File: src/rtl/reg_file_ab_if.sv
// Operand-side bus of the register file: two read ports, one write-back port,
// clear request and status.
interface reg_file_ab_if #(
  parameter int unsigned DATA_W = 16,
  parameter int unsigned ADDR_W = 7
);
  logic [ADDR_W-1:0] Addr_A;
  logic [ADDR_W-1:0] Addr_B;
  logic [ADDR_W-1:0] Addr_C;
  logic [DATA_W-1:0] RegPort_C;
  logic              Write_RegC;
  logic              Clr_Regs;
  logic [DATA_W-1:0] RegPort_A;
  logic [DATA_W-1:0] RegPort_B;
  logic              Reg_Busy;
  logic              Wr_Drop;

  modport master (
    output Addr_A, Addr_B, Addr_C, RegPort_C, Write_RegC, Clr_Regs,
    input  RegPort_A, RegPort_B, Reg_Busy, Wr_Drop
  );

  modport slave (
    input  Addr_A, Addr_B, Addr_C, RegPort_C, Write_RegC, Clr_Regs,
    output RegPort_A, RegPort_B, Reg_Busy, Wr_Drop
  );
endinterface

File: src/rtl/reg_file_ab.sv
// Two-read / one-write register file with a one-entry write-back stage, read
// forwarding and a sequential clear engine run after reset and on request.
module reg_file_ab #(
  parameter int unsigned DATA_W  = 16,
  parameter int unsigned ADDR_W  = 7,
  parameter int unsigned DEPTH   = 128,
  parameter bit          ZERO_R0 = 1'b1
) (
  input logic          clk,
  input logic          reset_n,
  reg_file_ab_if.slave rf
);

  typedef enum logic [1:0] {StInit, StReady, StClear} state_e;

  state_e            state_q, state_d;
  logic [ADDR_W-1:0] clr_cnt_q, clr_cnt_d;
  logic              wb_valid_q, wb_valid_d;
  logic [ADDR_W-1:0] wb_addr_q, wb_addr_d;
  logic [DATA_W-1:0] wb_data_q, wb_data_d;
  logic              busy_q, busy_d;
  logic              wr_drop_q, wr_drop_d;

  logic [DATA_W-1:0] mem_q [DEPTH];
  logic              mem_we;
  logic [ADDR_W-1:0] mem_waddr;
  logic [DATA_W-1:0] mem_wdata;
  logic              wr_r0;
  logic [DATA_W-1:0] rd_a, rd_b;

  always_comb begin
    state_d    = state_q;
    clr_cnt_d  = clr_cnt_q;
    wb_valid_d = 1'b0;
    wb_addr_d  = wb_addr_q;
    wb_data_d  = wb_data_q;
    wr_drop_d  = 1'b0;
    mem_we     = 1'b0;
    mem_waddr  = clr_cnt_q;
    mem_wdata  = '0;
    wr_r0      = ZERO_R0 && (rf.Addr_C == '0);

    unique case (state_q)
      StInit, StClear: begin
        mem_we    = 1'b1;
        wr_drop_d = rf.Write_RegC;
        if (clr_cnt_q == ADDR_W'(DEPTH - 1)) begin
          state_d   = StReady;
          clr_cnt_d = '0;
        end else begin
          clr_cnt_d = clr_cnt_q + 1'b1;
        end
      end
      StReady: begin
        // Pending write-back commits even on the clear edge; the clear overwrites it later.
        mem_we    = wb_valid_q;
        mem_waddr = wb_addr_q;
        mem_wdata = wb_data_q;
        if (rf.Clr_Regs) begin
          state_d   = StClear;
          clr_cnt_d = '0;
          wr_drop_d = rf.Write_RegC;
        end else if (rf.Write_RegC && !wr_r0) begin
          wb_valid_d = 1'b1;
          wb_addr_d  = rf.Addr_C;
          wb_data_d  = rf.RegPort_C;
        end
      end
      default: state_d = StInit;
    endcase

    busy_d = (state_d != StReady);
  end

  always_ff @(posedge clk or negedge reset_n) begin
    if (!reset_n) begin
      state_q    <= StInit;
      clr_cnt_q  <= '0;
      wb_valid_q <= 1'b0;
      wb_addr_q  <= '0;
      wb_data_q  <= '0;
      busy_q     <= 1'b1;
      wr_drop_q  <= 1'b0;
    end else begin
      state_q    <= state_d;
      clr_cnt_q  <= clr_cnt_d;
      wb_valid_q <= wb_valid_d;
      wb_addr_q  <= wb_addr_d;
      wb_data_q  <= wb_data_d;
      busy_q     <= busy_d;
      wr_drop_q  <= wr_drop_d;
    end
  end

  // Array contents are not reset; the clear engine zeroes them.
  always_ff @(posedge clk) begin
    if (mem_we) begin
      mem_q[mem_waddr] <= mem_wdata;
    end
  end

  always_comb begin
    rd_a = mem_q[rf.Addr_A];
    if (busy_q || (ZERO_R0 && (rf.Addr_A == '0))) begin
      rd_a = '0;
    end else if (wb_valid_q && (wb_addr_q == rf.Addr_A)) begin
      rd_a = wb_data_q;
    end
  end

  always_comb begin
    rd_b = mem_q[rf.Addr_B];
    if (busy_q || (ZERO_R0 && (rf.Addr_B == '0))) begin
      rd_b = '0;
    end else if (wb_valid_q && (wb_addr_q == rf.Addr_B)) begin
      rd_b = wb_data_q;
    end
  end

  assign rf.RegPort_A = rd_a;
  assign rf.RegPort_B = rd_b;
  assign rf.Reg_Busy  = busy_q;
  assign rf.Wr_Drop   = wr_drop_q;

endmodule

File: src/flat_wrapper.sv
// flat-port wrapper written by rule: the top's interface ports become plain ports
module reg_file_ab_flat 
#(
  parameter int unsigned DATA_W  = 16,
  parameter int unsigned ADDR_W  = 7,
  parameter int unsigned DEPTH   = 128,
  parameter bit          ZERO_R0 = 1'b1
)
  (clk, reset_n, rf_Addr_A, rf_Addr_B, rf_Addr_C, rf_RegPort_C, rf_Write_RegC, rf_Clr_Regs, rf_RegPort_A, rf_RegPort_B, rf_Reg_Busy, rf_Wr_Drop);
  reg_file_ab_if #(.DATA_W(DATA_W), .ADDR_W(ADDR_W)) rf_i ();
  input logic clk;
  input logic reset_n;
  input wire logic [$bits(rf_i.Addr_A)-1:0] rf_Addr_A;
  input wire logic [$bits(rf_i.Addr_B)-1:0] rf_Addr_B;
  input wire logic [$bits(rf_i.Addr_C)-1:0] rf_Addr_C;
  input wire logic [$bits(rf_i.RegPort_C)-1:0] rf_RegPort_C;
  input wire logic [$bits(rf_i.Write_RegC)-1:0] rf_Write_RegC;
  input wire logic [$bits(rf_i.Clr_Regs)-1:0] rf_Clr_Regs;
  output wire logic [$bits(rf_i.RegPort_A)-1:0] rf_RegPort_A;
  output wire logic [$bits(rf_i.RegPort_B)-1:0] rf_RegPort_B;
  output wire logic [$bits(rf_i.Reg_Busy)-1:0] rf_Reg_Busy;
  output wire logic [$bits(rf_i.Wr_Drop)-1:0] rf_Wr_Drop;
  assign rf_i.Addr_A = rf_Addr_A;
  assign rf_i.Addr_B = rf_Addr_B;
  assign rf_i.Addr_C = rf_Addr_C;
  assign rf_i.RegPort_C = rf_RegPort_C;
  assign rf_i.Write_RegC = rf_Write_RegC;
  assign rf_i.Clr_Regs = rf_Clr_Regs;
  assign rf_RegPort_A = rf_i.RegPort_A;
  assign rf_RegPort_B = rf_i.RegPort_B;
  assign rf_Reg_Busy = rf_i.Reg_Busy;
  assign rf_Wr_Drop = rf_i.Wr_Drop;
  reg_file_ab #(.DATA_W(DATA_W), .ADDR_W(ADDR_W), .DEPTH(DEPTH), .ZERO_R0(ZERO_R0)) u_core (.clk(clk), .reset_n(reset_n), .rf(rf_i));
endmodule
File: config.mk
export PLATFORM = sky130hd
export DESIGN_NAME = reg_file_ab_flat
export DESIGN_NICKNAME = d
export VERILOG_FILES = /design/src/rtl/reg_file_ab_if.sv /design/src/rtl/reg_file_ab.sv /design/src/flat_wrapper.sv
export SDC_FILE = /design/constraint.sdc
export NUM_CORES = 2
export LEC_CHECK = 0
export BUFFER_PORTS_ARGS = -buffer_cell sky130_fd_sc_hd__buf_2
export CORE_MARGIN = 5
export CORE_UTILIZATION = 55
export DETAILED_ROUTE_END_ITERATION = 16
export PLACE_DENSITY = 0.71
export SETUP_SLACK_MARGIN = 0.4
export SLEW_MARGIN = 40
export SYNTH_ARGS = -nofsm -noshare
export SYNTH_HDL_FRONTEND = slang
export SYNTH_SLANG_ARGS = --single-unit
File: constraint.sdc
create_clock -name clk -period 4.8 [get_ports clk]
set_clock_uncertainty 0.15 [all_clocks]
set_input_delay 0.96 -clock clk [delete_from_list [all_inputs] [get_ports clk]]
set_output_delay 0.96 -clock clk [all_outputs]
set_load 0.01 [all_outputs]
==> results.md <==
- Failing checks: negative setup slack
- Vias in the first global route: 63759
- Comb pwr share: 0.153
- Top sig layer: met5
- FP Rows: roughly 160
- Gpl congestion: 1.04
- Largest net degree at the start of global routing: 93
- Outcome: finished with violations
- Initial antenna violation count: 13
- Flop pwr share: 0.485
- Setup CP Type: input port to primary output
- Clock root cell: clkbuf_16
- Hold Slack: 198 ps
- Via density: 7.46
- Max-cap violations: 0
- Post-synth top flop: edfxtp_1
- Routed wire length: 356000 um
- Worst Tran Pin Value: 948 ps
- Synth Area in Adders: 0.000128
- Final #Nets: about 6400
- 1st-pass router iterations: 9
- H-tree Lvls: 4
- Die width: 432 um
- Syn_nets: 5391
- Pwr Total: 0.0439 W
- CTS tree: built
- Initial core utilization: 0.551
- Multiplexer area fraction after synthesis: 0.252
- Synth Area per Inst: 18.3 sq um
- Synth top area share: 0.627
- Initial drt markers: 12206
- Share of layout cells above drive strength 1: 0.441
- Synth Area in XOR/XNOR: 0.00152
- Crit path DAT: 3710 ps
- CTS Sinks: 2083
- HPWL after DPL: 226000 um
- Most common library cells after synthesis: 2048 x edfxtp_1, 891 x mux4_2, 362 x mux2i_1
- Slew HR: 0.368
- CTS Buf Count: 210
- Synth area leader: edfxtp_1
- Clock transition at path regs: 60 ps
- Max Root-Sink Buffers: 3
- M1 WL: 116000 um
- Slew Limit Fails: 0
- WL met2: between 150000 and 200000 um
- Setup TNS: -16.1 ps
- DP Worst Slack: -414 ps
- Tcrit/Tclk final: 1.00
- Remaining DRCs: 0
- Compound-gate portion of the synthesized area: 0.0523
- Clock Power Share: 0.362
- Global-route usage over all layers: 0.374
- Worst IR Drop VDD: 0.356 mV
- FMAX: 208 MHz
- Min Tclk post-route: just under 5000 ps
- Gate Count Post-Synth: approximately 5300
- Net Sw Power: 0.0116 W
- Critical Path RT: roughly 3700 ps
- GRT Residual Overflow: 0
- Synth warn: 0
- Cell Int Power: between 0.03 and 0.04 W
- Port bufs: 74
- FF+latch count, synth: 2083
- Asr flop ratio synth: 0.0168
- Final WS setup: -16.1 ps
- DR vias: 66125
- Antenna viol nets, final: 0
- Unrepaired setup endpoints after global routing: true
- Post-Synth Simple-Gate Area: 0.0349
- Sequential element share of the synthesized area: 0.636
- Die area: 0.187 sq mm
- PD cells: 364 mW/mm^2
- CP startpoint kind: input port
- IO Count: 75
- Hold WC Path Type: input port to register
- Count leader, synth: edfxtp_1
- Vert. Die Dim: 432 um
- Met3 Wirelength: 52300 um
- Area grow syn2layout: 22.8%
- Mapped Area: 0.0981 sq mm
- Drt wl/cell: 40.1 um
- Synth unique cells: 79
- Main combinational cell family by area after synthesis: multiplexers
- Core ar.: 0.178 sq mm
- Setup-failing EPs final: 1
- Sw Ratio: 0.264
- Number of synthesized flops with an enable pin: 2048
- Critical path fanouts, max: 15
- Skew-Pair Late Insertion Delay: 850 ps
- CP Capture Type: primary output
- Leakage: ~38 nW
- Final hold violations: 0
- Global-route wire length before repair: between 400000 and 500000 um
- Area contributors post-synth: edfxtp_1 63%, mux4_2 20%, mux2i_1 3.7%
## cell families (layout without fill, tap and decap cells)
logic type / Yosys count / in the layout
flip-flops: 2083 / 2083
AND/OR/NAND/NOR: 748 / 748
XOR/XNOR: 17 / 17
AO/OA/AOI/OAI: 727 / 727
multiplexers: 1341 / 1341
buffers and inverters: 432 / 1589
other: 0 / 7
adder cells (fa/ha/maj): 1 / 1
## power groups by stage
stage               Combinational, W  Sequential (W)  Clock (W)
floorplan                    0.00299          0.0214          0
finish                       0.00672          0.0213     0.0159
global placement             0.00563          0.0215          0
CTS                          0.00626          0.0212     0.0159
detailed placement           0.00568          0.0216          0
global route                 0.00676          0.0213     0.0167
## flip-flops by register name (all words and copies together) (netlist names)
| register | count |
|---|---|
| u_core.wb_addr_q | 7 |
| u_core.wb_data_q | 16 |
| u_core.rf.Wr_Drop | 1 |
| u_core.state_q | 2 |
| u_core.clr_cnt_q | 7 |
| u_core.wb_valid_q | 1 |
| u_core.rf.Reg_Busy | 1 |
| u_core.mem_q | 2048 |
## placed cells by master, fill, tap and decap left out, types with 20 or more instances in the layout
master     instances
a221oi_1          54
nand2_1          228
mux2i_1          332
a221oi_2          20
buf_4            805
buf_2             48
o21ai_1           38
nor2b_1           47
a21oi_2           26
nand2_2           22
buf_12           144
mux2i_2           20
a211oi_1          30
clkinv_2          37
clkinv_1          55
clkbuf_16        222
o21ai_0           84
a22o_1            42
edfxtp_1        2048
mux4_2           891
a22oi_2           26
clkbuf_1          43
dfrtp_1           32
o22ai_1           21
nand4_1           26
a22oi_1           98
nand3_1           50
buf_16            60
o211ai_1          29
nor2_1           139
buf_6             86
mux2_2            80
a21oi_1           77
buf_8             28
nor2_2            96
## through the flow
step	cells	cell area, sq um	utilization
floorplan	5349	98100	-
detailed placement	8200	107000	0.603
global placement	8197	107000	0.603
finish	8868	121000	0.677
CTS	8755	119000	0.666
global route	8862	120000	0.677
## timing repair
| item | 4_1_cts | 5_1_grt |
|---|---|---|
| buffers inserted | 142 | 94 |
| hold buffers | 0 | 1 |
| endpoints found under the setup margin | 32 | 32 |
| cloned | 32 | 8 |
| resized for setup | 479 | 185 |
| pin swaps | 114 | 104 |
| hold endpoints to repair | 0 | 34 |
## layout make-up
cell class,count,area (sq um)
Timing Repair Buffer,1195,12900
Tap cell,2355,2950
Clock buffer,257,5520
Fill cell,11147,57500
Antenna cell,7,17.5
Multi-Input combinational cell,2834,35700
Clock inverter,124,1010
Inverter,13,56.3
Sequential cell,2083,62400
## worst max-delay path, stage by stage
cell	delay [ps]
buf_16	210
buf_16	180
buf_6	230
mux4_2	320
o211ai_1	600
nand3_1	240
a2111oi_4	540
nor3_4	130
buf_4	160
buf_6	110
## layer usage
metal / global-route usage / vias to the layer above
met5: 0 / -
met4: 0.246 / 8
met2: 0.549 / 6297
met3: 0.116 / 1362
li1: - / 24760
met1: 0.489 / 33698
## final timing paths
| kind | cells after the start | slack (ps) | startpoint | end |
|---|---|---|---|---|
| min in group asynchronous | 2 | 480 | reset_n | u_core.clr_cnt_q[0] |
| max | 10 | -20 | rf_Addr_A[2] | rf_RegPort_A[4] |
| max in group asynchronous | 2 | 3680 | reset_n | u_core.wb_addr_q[3] |
| min | 2 | 200 | rf_RegPort_C[0] | u_core.wb_data_q[0] |
| min reg2reg | 2 | 450 | u_core.clr_cnt_q[1] | u_core.clr_cnt_q[1] |
| max reg2reg | 8 | 1100 | u_core.state_q[0] | u_core.mem_q[110][14] |
No activity file was read; power rests on OpenSTA's default activity.
